==> src/rtl/cla32_acc.sv <==
// Accumulates N carry-lookahead adder results ({co,s}) into a 37-bit registered total,
// with a ready/valid handshake on both sides and a count of carry-out terms per group.
module cla32_acc #(
   parameter int N = 4
) (
   input  logic        clk,
   input  logic        rst_n,
   input  logic [31:0] s,
   input  logic        co,
   input  logic        in_valid,
   output logic        in_ready,
   input  logic        clr,
   output logic [36:0] sum_out,
   output logic [4:0]  carry_cnt,
   output logic        out_valid,
   input  logic        out_ready
);

   localparam logic [4:0] N_CNT = 5'(N);

   typedef enum logic {
      ACC  = 1'b0,
      DONE = 1'b1
   } state_t;

   state_t      state_r, state_s;
   logic [36:0] acc_r, acc_s;
   logic [4:0]  cnt_r, cnt_s;
   logic [4:0]  carry_s;
   logic [36:0] sum_s;
   logic        out_valid_s;
   logic        in_ready_s;
   logic [36:0] term_s;
   logic [36:0] total_s;
   logic        accept_s;

   // Next-state and next-output computation; clr overrides every other event.
   always_comb begin
      state_s     = state_r;
      acc_s       = acc_r;
      cnt_s       = cnt_r;
      carry_s     = carry_cnt;
      sum_s       = sum_out;
      out_valid_s = out_valid;
      term_s      = {4'd0, co, s};
      total_s     = acc_r + term_s;
      accept_s    = in_valid & in_ready;

      if (clr) begin
         state_s     = ACC;
         acc_s       = 37'd0;
         cnt_s       = 5'd0;
         carry_s     = 5'd0;
         out_valid_s = 1'b0;
      end else begin
         case (state_r)
            ACC: begin
               if (accept_s) begin
                  acc_s   = total_s;
                  cnt_s   = cnt_r + 5'd1;
                  carry_s = carry_cnt + {4'd0, co};
                  if ((cnt_r + 5'd1) == N_CNT) begin
                     sum_s       = total_s;
                     out_valid_s = 1'b1;
                     state_s     = DONE;
                  end else begin
                     state_s = ACC;
                  end
               end else begin
                  state_s = ACC;
               end
            end
            DONE: begin
               // sum_out is deliberately kept; only the next completion replaces it.
               if (out_ready) begin
                  acc_s       = 37'd0;
                  cnt_s       = 5'd0;
                  carry_s     = 5'd0;
                  out_valid_s = 1'b0;
                  state_s     = ACC;
               end else begin
                  state_s = DONE;
               end
            end
            default: begin
               state_s     = ACC;
               acc_s       = 37'd0;
               cnt_s       = 5'd0;
               carry_s     = 5'd0;
               out_valid_s = 1'b0;
            end
         endcase
      end

      // Registered ready follows the state being entered, so it rises on the first edge after reset.
      in_ready_s = (state_s == ACC);
   end

   // State and output registers with asynchronous reset.
   always_ff @(posedge clk or negedge rst_n) begin
      if (!rst_n) begin
         state_r   <= ACC;
         acc_r     <= 37'd0;
         cnt_r     <= 5'd0;
         carry_cnt <= 5'd0;
         sum_out   <= 37'd0;
         out_valid <= 1'b0;
         in_ready  <= 1'b0;
      end else begin
         state_r   <= state_s;
         acc_r     <= acc_s;
         cnt_r     <= cnt_s;
         carry_cnt <= carry_s;
         sum_out   <= sum_s;
         out_valid <= out_valid_s;
         in_ready  <= in_ready_s;
      end
   end

endmodule

==> config.mk <==
export PLATFORM = sky130hd
export DESIGN_NAME = cla32_acc
export DESIGN_NICKNAME = d
export VERILOG_FILES = /design/src/rtl/cla32_acc.sv
export SDC_FILE = /design/constraint.sdc
export NUM_CORES = 1
export LEC_CHECK = 0
export CAP_MARGIN = 0
export CORE_MARGIN = 2
export CORE_UTILIZATION = 55
export CTS_CLUSTER_SIZE = 10
export DETAILED_ROUTE_END_ITERATION = 6
export GPL_TIMING_DRIVEN = 1
export PLACE_DENSITY_LB_ADDON = 0.3
export SLEW_MARGIN = 10
export SYNTH_ARGS = -nofsm -noshare
export SYNTH_HDL_FRONTEND = slang
export SYNTH_SLANG_ARGS = --single-unit
export TNS_END_PERCENT = 5
==> constraint.sdc <==
create_clock -name clk -period 3.8 [get_ports clk]
set_input_delay 0.57 -clock clk [delete_from_list [all_inputs] [get_ports clk]]
set_output_delay 0.57 -clock clk [all_outputs]
set_load 0.05 [all_outputs]
==> flow_metrics.tcl <==
set metrics [dict create \
    crit_chain "clkdlybuf4s50_1 -> ha_1 -> inv_1 -> fa_1 -> nand2b_1 -> a21oi_2 -> o2111ai_2 -> a21o_1 -> o211a_4 -> o41ai_4 -> mux2_2 -> nand2_1" \
    critical_path_class "primary input to register" \
    synthArstFlopShare_pct 100.0 \
    finalMaxSlewViolations 0 \
    post-synth-top-area-cell "dfrtp_1" \
    grtUsageMet1_pct 35.39 \
    clkLatencyLatePin_ps 370 \
    synth.top_cells.by_count "dfrtp_1 (87), nand2_1 (78), ha_1 (36)" \
    irDropWorstVdd_mv 0.3486 \
    cts_resized 0 \
    hp-class "primary input to asynchronous set/reset pin" \
    synth_warnings 0 \
    reg2reg_slack_ps 690 \
    globalplace.congestion 0.8619 \
    antenna_cells 0 \
    cts_root_buf "clkbuf_8" \
    drt_iter0_drc 168 \
    worst_setup_path_end_kind "register" \
    powerDensity_nw_per_um2 508.7 \
    fin_tns_setup_ps 0 \
    synth_area_leaders "dfrtp_1 (41%), ha_1 (8.6%), nand2_1 (5.6%)" \
    tightest_slew_ps 938.9 \
    num_rows 35 \
    r2r_end "sum_out[34]" \
    post-route-period-util_pct 91.18 \
    met2_usage_pct 41.19 \
    rr_worst_depth 11 \
    io_buffers 81 \
    grt_pass1_vias 4399 \
    rsz0062_at_grt "false" \
    antenna_found_initial 0 \
    rr_startpoint "acc_r[0]" \
    grt_usage_pct 25.24 \
    finalClockSkew_ps 15.26 \
    cts_hold_buffers 0 \
    wire_per_inst_um 16.57 \
    dpl.hpwl_um 9154 \
    maxSlewHeadroom_pct 37.40 \
    synth_top_area_share_pct 41.34 \
    avgSynthCellArea_um2 9.825 \
    cpPeakStageDelay_ps 550 \
    busiest_layer "met2" \
    ys_seq_elements 87 \
    final_area_um2 6419 \
    syn_nets 611 \
    vias 4346 \
    die-area_um2 10370 \
    clock-sinks 87 \
    via_per_inst 5.802 \
    worst_setup_path_start_kind "primary input" \
    synth.cell_area_um2 5266 \
    cp_max_fo 6 \
    ios 82 \
    grt-ovfl-total 0 \
    placed_area_um2 6228 \
    cts_tree "built" \
    postRouteWirelength_um 12410 \
    nNetsFinal 690 \
    grt_pass1_wl_um 20800 \
    coreArea_um2 9284 \
    cp_slowest_cell "o41ai_4" \
    cts_setup_buffers 0 \
    critPathBufInv 2 \
    syn_inst 536 \
    area_growth_pct 21.88 \
    met3_usage_pct 3.352 \
    finalSetupViolations 0 \
    firstDrtPassIters 4 \
    arrival_ps 3770 \
    p_leak_nw 3.039 \
    total_power_mw 3.265 \
    grt_max_degree 75 \
    synth.distinct_cells 67 \
    synth.most_common_cell "dfrtp_1" \
    synth_seq_area_share_pct 41.34 \
    synth_top_flop_cell "dfrtp_1" \
    crit_family "compound AO/OA/AOI/OAI gates" \
    max-cap-violations 0 \
    clkTransAtPathRegs_ps 100 \
    start_util_pct 56.73 \
    cp.required_ps 4110 \
    hold_violations 0 \
    die-height_um 101.9 \
    drive_gt1_share_pct 10.16 \
    fin_crit_ps 3465 \
    htree_levels 3 \
    drc 0 \
    die_w_um 101.9 \
    synth_edf_count 0 \
    status "complete, no violations" \
    clock_path_buffers 2 \
    cts_made_buffers 9 \
    ant_nets 0 \
    timing.fmax_mhz 288.6 \
]
final cells by class:
cell class / count / area [um2]
clock buffers: 10 / 137.6
clock inverters: 6 / 52.55
fillers: 752 / 2865
inverters: 8 / 30.03
multi-input cells: 418 / 2977
flip-flops and latches: 87 / 2177
well taps: 129 / 161.4
repair buffers: 91 / 883.3
how the worst max path moves through the flow:
stage | slack [ps] | cells past startpoint | to | start
finish | 340 | 12 | sum_out[34] | s[0]
global route | 190 | 12 | acc_r[36] | s[0]
CTS | 330 | 12 | sum_out[34] | s[0]
detailed placement | -30 | 12 | sum_out[34] | s[0]
global placement | 70 | 12 | sum_out[34] | s[0]
floorplan | 710 | 11 | sum_out[34] | s[0]
layer usage:
layer  vias to the layer above  wire length (um)
li1                       2113                 -
met1                      2117              5831
met2                       101              5872
met3                        15               546
met4                         0               159
met5                         -                 0
layout by cell type, fill, tap and decap left out, drive strengths merged, types with 4 or more instances in the layout:
cell | Yosys | final
a211oi | 4 | 4
a21o | 20 | 20
a21oi | 32 | 32
a22o | 28 | 28
and2 | 4 | 4
buf | 2 | 11
clkbuf | 21 | 10
clkdlybuf4s50 | 0 | 80
dfrtp | 87 | 87
ha | 36 | 36
inv | 8 | 10
mux2 | 18 | 18
nand2 | 78 | 78
nand2b | 9 | 9
nand3 | 10 | 10
nand4 | 8 | 8
nor2 | 31 | 31
nor3 | 7 | 7
o211ai | 6 | 6
o21a | 4 | 4
o21ai | 32 | 32
o31ai | 6 | 6
xnor2 | 19 | 19
xor2 | 16 | 16
state kept, by name, indices dropped and copies added (netlist names):
| register | count |
|---|---|
| carry_cnt | 5 |
| acc_r | 37 |
| sum_out | 37 |
| state_r | 1 |
| in_ready | 1 |
| cnt_r | 5 |
| out_valid | 1 |
cells by family (layout without fill, tap and decap cells):
group | after synthesis | count (layout) | synth area share, %
buf+inv | 31 | 115 | 2.447
xor+xnor | 35 | 35 | 5.821
fa+ha+maj | 37 | 37 | 8.933
mux | 20 | 20 | 4.300
compound gates | 159 | 159 | 22.50
simple gates | 167 | 167 | 14.66
flops | 87 | 87 | 41.34
through the flow:
stage / hold slack [ps] / setup slack, ps / cells / util [%]
after floorplan: 274.4 / 707.9 / 536 / -
after global placement: 451.3 / 73.02 / 733 / 67.09
after detailed placement: 455.5 / -32.96 / 733 / 67.09
after CTS: 376.9 / 333.2 / 749 / 69.14
after global routing: 414.0 / 194.3 / 749 / 69.14
final: 334.7 / 335.3 / 749 / 69.14
report_power, final:
group	internal [mW]	switching, mW	leakage [nW]
sequential	1.08	0.100	1.17
clock	0.265	0.362	0.0910
combinational	0.566	0.893	1.78
total	1.91	1.36	3.04
Note: power is estimated with default switching activity, not from simulation.
